## config.mk

```make
export PLATFORM = sky130hd
export DESIGN_NAME = lieat_ifu_pcgen
export DESIGN_NICKNAME = d
export VERILOG_FILES = /design/src/rtl/lieat_ifu_pcgen.sv
export SDC_FILE = /design/constraint.sdc
export NUM_CORES = 1
export LEC_CHECK = 0
export CAP_MARGIN = 10
export CORE_MARGIN = 2
export CORE_UTILIZATION = 40
export DETAILED_ROUTE_END_ITERATION = 12
export GPL_TIMING_DRIVEN = 0
export PLACE_DENSITY = 0.83
export REMOVE_ABC_BUFFERS = 1
export SETUP_SLACK_MARGIN = 0.05
export SYNTH_ARGS = -nofsm -noshare
export SYNTH_HDL_FRONTEND = slang
export SYNTH_SLANG_ARGS = --single-unit
export TNS_END_PERCENT = 10
```

## constraint.sdc

```tcl
create_clock -name clk -period 2.5 [get_ports clk]
set_input_delay 0.375 -clock clk [delete_from_list [all_inputs] [get_ports clk]]
set_output_delay 0.375 -clock clk [all_outputs]
set_load 0.05 [all_outputs]
```

## src/rtl/lieat_ifu_pcgen.sv

```systemverilog
// lieat_ifu_pcgen: fetch PC generator for the IFU.
// Issues one instruction fetch at a time, holds the returned word for the
// mini-decoder, computes the statically predicted next PC and hands the
// instruction to the IDU. EXU flushes redirect the PC from any state.
module lieat_ifu_pcgen #(
  parameter int              XLEN     = 32,
  parameter logic [XLEN-1:0] RESET_PC = 32'h8000_0000
) (
  input  logic            clk,
  input  logic            rst_n,

  output logic            ifu_req_valid,
  input  logic            ifu_req_ready,
  output logic [XLEN-1:0] ifu_req_pc,

  input  logic            ifu_rsp_valid,
  input  logic [XLEN-1:0] ifu_rsp_inst,

  output logic [XLEN-1:0] pcgen_inst,
  input  logic            dec_bxx,
  input  logic            dec_jal,
  input  logic            dec_rs1en,
  input  logic            dec_fencei,
  input  logic [XLEN-1:0] dec_immb,
  input  logic [XLEN-1:0] jalr_rs1_val,
  input  logic            jalr_rs1_rdy,

  output logic            ifu_o_valid,
  input  logic            ifu_o_ready,
  output logic [XLEN-1:0] ifu_o_pc,
  output logic [XLEN-1:0] ifu_o_inst,
  output logic            ifu_o_pred_taken,

  input  logic            exu_flush,
  input  logic [XLEN-1:0] exu_flush_pc
);

  typedef enum logic [1:0] {
    S_REQ   = 2'd0,
    S_WAIT  = 2'd1,
    S_OUT   = 2'd2,
    S_FWAIT = 2'd3
  } state_e;

  state_e          state_q;
  logic [XLEN-1:0] pc_q;
  logic [XLEN-1:0] inst_q;
  logic            discard_q;

  logic [XLEN-1:0] next_pc;
  logic [XLEN-1:0] jalr_sum;
  logic            req_hs;
  logic            out_fire;
  logic            rs1_stall;
  logic            in_out;

  assign in_out    = (state_q == S_OUT);
  assign rs1_stall = dec_rs1en & ~jalr_rs1_rdy;
  assign jalr_sum  = jalr_rs1_val + dec_immb;

  assign ifu_req_valid    = (state_q == S_REQ);
  assign ifu_req_pc       = pc_q;
  assign req_hs           = ifu_req_valid & ifu_req_ready;

  assign pcgen_inst       = inst_q;
  assign ifu_o_pc         = pc_q;
  assign ifu_o_inst       = inst_q;
  assign ifu_o_valid      = in_out & ~rs1_stall & ~exu_flush;
  assign out_fire         = ifu_o_valid & ifu_o_ready;
  assign ifu_o_pred_taken = in_out & (dec_jal | dec_rs1en | (dec_bxx & dec_immb[XLEN-1]));

  // Static prediction: jumps always taken, backward branches taken, else fall through.
  always_comb begin
    next_pc = pc_q + XLEN'(4);
    if (dec_jal) begin
      next_pc = pc_q + dec_immb;
    end else if (dec_rs1en) begin
      next_pc = {jalr_sum[XLEN-1:1], 1'b0};
    end else if (dec_bxx && dec_immb[XLEN-1]) begin
      next_pc = pc_q + dec_immb;
    end
  end

  // Fetch control FSM; a flush always wins and leaves a discard mark if a response is still owed.
  always_ff @(posedge clk or negedge rst_n) begin
    if (!rst_n) begin
      state_q   <= S_REQ;
      pc_q      <= RESET_PC;
      inst_q    <= '0;
      discard_q <= 1'b0;
    end else begin
      case (state_q)
        S_REQ: begin
          if (exu_flush) begin
            pc_q <= exu_flush_pc;
            if (req_hs) begin
              discard_q <= 1'b1;
              state_q   <= S_WAIT;
            end
          end else if (req_hs) begin
            state_q <= S_WAIT;
          end
        end
        S_WAIT: begin
          if (exu_flush) begin
            pc_q <= exu_flush_pc;
            if (ifu_rsp_valid) begin
              discard_q <= 1'b0;
              state_q   <= S_REQ;
            end else begin
              discard_q <= 1'b1;
            end
          end else if (ifu_rsp_valid) begin
            if (discard_q) begin
              discard_q <= 1'b0;
              state_q   <= S_REQ;
            end else begin
              inst_q  <= ifu_rsp_inst;
              state_q <= S_OUT;
            end
          end
        end
        S_OUT: begin
          if (exu_flush) begin
            pc_q    <= exu_flush_pc;
            state_q <= S_REQ;
          end else if (out_fire) begin
            pc_q    <= next_pc;
            state_q <= dec_fencei ? S_FWAIT : S_REQ;
          end
        end
        S_FWAIT: begin
          if (exu_flush) begin
            pc_q    <= exu_flush_pc;
            state_q <= S_REQ;
          end
        end
        default: begin
          state_q <= S_REQ;
        end
      endcase
    end
  end

endmodule

```

==> results.py <==
metrics = {
    "run_status": {
        "status": "finished, violations left",
        "violations": "negative setup slack",
    },
    "synthesis": {
        "syn_inst": 939,
        "syn_area_mm2": 0.00756,
        "ys_types": 73,
        "ys.flop_type": "dfrtp_1",
        "synthArstFlopShare": 1.00,
        "synth.avg_cell_area_um2": 8.05,
        "ys_seq_area_frac": 0.222,
        "synth_top_cell_area_share": 0.219,
        "synth_edf_count": 0,
        "yosys.area.top_type": "dfrtp_1",
        "ys_ff_latch": 67,
        "synth_area_leaders": "dfrtp_1, ha_1, a21oi_1",
        "ys_warn_count": 0,
    },
    "worst_setup_path": {
        "crit_path_max_fanout": 9,
        "startpoint_type": "register",
        "critPathRequiredTime_ns": 2.78,
        "critPathKind": "reg2reg",
        "worstPathArrival_ns": 3.18,
        "crit_chain": "ha_2 -> nor3_1 -> nor2_1 -> o211a_1 -> o211a_1 -> o21a_1 -> o21a_1 -> or4_1 -> and3_1 -> a21oi_2",
        "cp_top_family": "compound AO/OA/AOI/OAI gates",
        "ff2ff_setup_slack_ns": -0.40,
        "crit_path_start": "ifu_o_pc[5]",
        "worst_path_largest_cell_delay_ns": 0.47,
        "end_kind": "register",
        "worst_path_max_delay_cell": "dfrtp_2",
        "worstReg2RegStart": "ifu_o_pc[5]",
        "crit_buf_inv": 0,
    },
    "finish": {
        "n_fill_cell": 1596,
        "antenna-diode-count": 0,
        "syn_to_final_growth_pct": 46.6,
        "drive_gt1_frac": 0.172,
        "seq_area_mm2": 0.00169,
        "multi_input_area_mm2": 0.00586,
        "nets": 1349,
    },
    "clock_tree": {
        "clkLatencyLatePin_ns": 0.35,
        "cts_root_buf": "clkbuf_16",
        "clockBufferDepth": 2,
        "htreeDepth": 3,
        "cts_buffers": 9,
        "cts_tree": "built",
        "clock_sinks": 67,
        "path_clk_slew_ns": 0.07,
    },
    "die": {
        "die_h_um": 141,
        "boundaryPins": 270,
        "dieArea_mm2": 0.0200,
        "num_rows": 50,
        "initial_utilization": 0.405,
        "coreArea_mm2": 0.0186,
        "die_w_um": 141,
    },
    "pwr": {
        "ir_drop_mv": 0.706,
        "powerDensity_mw_per_mm2": 893,
        "power.total_mw": 9.89,
        "power_leakage_nw": 4.37,
    },
    "global_route": {
        "grt_pass1_vias": 7975,
        "grt_pass1_wl_um": 42000,
        "antenna_found_initial": 0,
        "overflow": 0,
        "grtUsageTotal": 0.262,
        "grt_max_degree": 68,
    },
    "timing": {
        "setup_viol": 20,
        "period_share": 1.16,
        "worstMarginPinSlew_ns": 1.02,
        "rsz0062_at_grt": "yes",
        "hold_violations": 0,
        "fin_ws_ns": -0.403,
        "report.final.slew_viol_count": 0,
        "skew_ns": 0.0134,
        "slew_headroom": 0.320,
        "period_minus_slack_ns": 2.90,
        "fmax_mhz": 344,
    },
    "place": {
        "globalplace.congestion": 0.940,
        "port_buffers": 269,
        "hpwlAfterDp_um": 20100,
        "pre_cts_slack_ns": -1.17,
    },
    "detailed_routing": {
        "ant_nets": 0,
        "drt_iter0_drc": 712,
        "detail_route.wl_per_cell_um": 20.0,
        "firstDrtPassIters": 8,
        "drt-total-wl_um": 27700,
        "drc": 0,
        "via_count": 8223,
        "viasPerCell": 5.94,
    },
    "hold_path": {
        "hold_path.class": "in2async",
    },
    "flow_run": {
        "maxCapViolCount": 0,
    },
}
-- layout by cell type (no fill, tap or decap), types with 8 or more instances in the layout --
cell	netlist	routed
nand4_1	9	9
nor2_1	77	73
dlygate4sd2_1	0	9
mux2_2	33	33
and3_1	10	9
clkbuf_16	0	9
nand2b_1	11	9
ha_1	62	33
o21bai_1	8	8
nand2_1	89	83
dfrtp_1	66	59
o21ai_0	67	54
xnor2_1	41	40
o21ai_1	5	11
a211oi_1	13	10
a21oi_2	3	9
nor2b_1	10	8
nor3_1	10	9
buf_4	64	20
a21oi_4	0	8
xor2_1	36	35
a21o_1	9	9
clkdlybuf4s50_1	0	247
o211ai_1	17	17
nand3_1	19	18
a21oi_1	102	88
ha_2	0	12
ha_4	0	17
inv_1	26	26
-- through the flow --
stage,cell area [um2],instances,TNS [ns],hold WS [ns],utilization
4_1_cts,10700,1377,-3.41,0.194,0.573
6_report,11100,1385,-3.18,0.148,0.594
2_1_floorplan,6910,844,-12.07,0.0794,-
3_3_place_gp,9890,1347,-178.14,0.516,0.531
3_5_place_dp,9940,1350,-27.27,0.526,0.533
5_1_grt,11100,1385,-5.94,0.234,0.594
-- cell families after synthesis --
family                   after synthesis  share of synthesized area
adder cells (fa/ha/maj)               64                      0.108
flip-flops                            67                      0.222
AND/OR/NAND/NOR                      263                      0.162
multiplexers                          38                     0.0558
buffers and inverters                121                     0.0985
AO/OA/AOI/OAI                        309                      0.264
XOR/XNOR                              77                     0.0893
-- path summary, 6_finish.rpt --
| kind | to | cells past startpoint |
|---|---|---|
| max | ifu_o_pc[27] | 10 |
| min in group clk | ifu_o_inst[0] | 1 |
| max in group asynchronous | ifu_o_pc[11] | 1 |
| min reg2reg | ifu_o_inst[0] | 1 |
| min | ifu_o_pc[25] | 1 |
| max reg2reg | ifu_o_pc[27] | 10 |
-- per-layer routing --
metal | vias to the layer above | global-route usage | part of all wire
met2 | 439 | 0.445 | 0.48
met1 | 3918 | 0.340 | 0.41
li1 | 3780 | - | -
met4 | 0 | 0.0795 | 0.030
met5 | - | 0 | 0
met3 | 86 | 0.0476 | 0.079
-- worst reg2reg max path: stages (launching register included) --
cell	delay, ns
dfrtp_2	0.47
ha_2	0.36
nor3_1	0.27
nor2_1	0.14
o211a_1	0.20
o211a_1	0.27
o21a_1	0.22
o21a_1	0.22
or4_1	0.39
and3_1	0.20
a21oi_2	0.11
-- cell usage after synthesis (all sizes together) (11+ instances only) --
| master | count |
|---|---|
| a21oi | 105 |
| nand2 | 89 |
| nor2 | 77 |
| o21ai | 74 |
| buf | 68 |
| dfrtp | 66 |
| ha | 62 |
| xnor2 | 41 |
| xor2 | 36 |
| mux2 | 33 |
| clkbuf | 27 |
| inv | 26 |
| nand3 | 19 |
| o211ai | 18 |
| a211oi | 15 |
| a221oi | 13 |
| and3 | 12 |
| nand2b | 11 |
| nor3 | 11 |
-- flip-flops by register name, summed over array words and instances (netlist names) --
signal      cells
ifu_o_inst     32
ifu_o_pc       32
discard_q       1
state_q         2
-- timing repair --
item                                    in CTS  in global routing
pin swaps                                   24                 32
hold buffers                                 0                  0
endpoints found under the setup margin      30                 32
buffers inserted                            11                  8
resized for setup                           98                 79
-- area by class of cell --
cell class / count / area share
multi-input combinational: 751 / 0.528
timing repair buffer: 291 / 0.259
sequential: 67 / 0.152
tap: 234 / 0.0264
clock buffer: 11 / 0.0219
inverter: 26 / 0.00881
clock inverter: 5 / 0.00271
-- power by group --
part	leakage, nW	switching, mW	internal, mW
registers	0.797	0.468	1.46
logic	3.44	4.27	2.49
clock network	0.131	0.510	0.693
(Power assumes the default switching activity.)
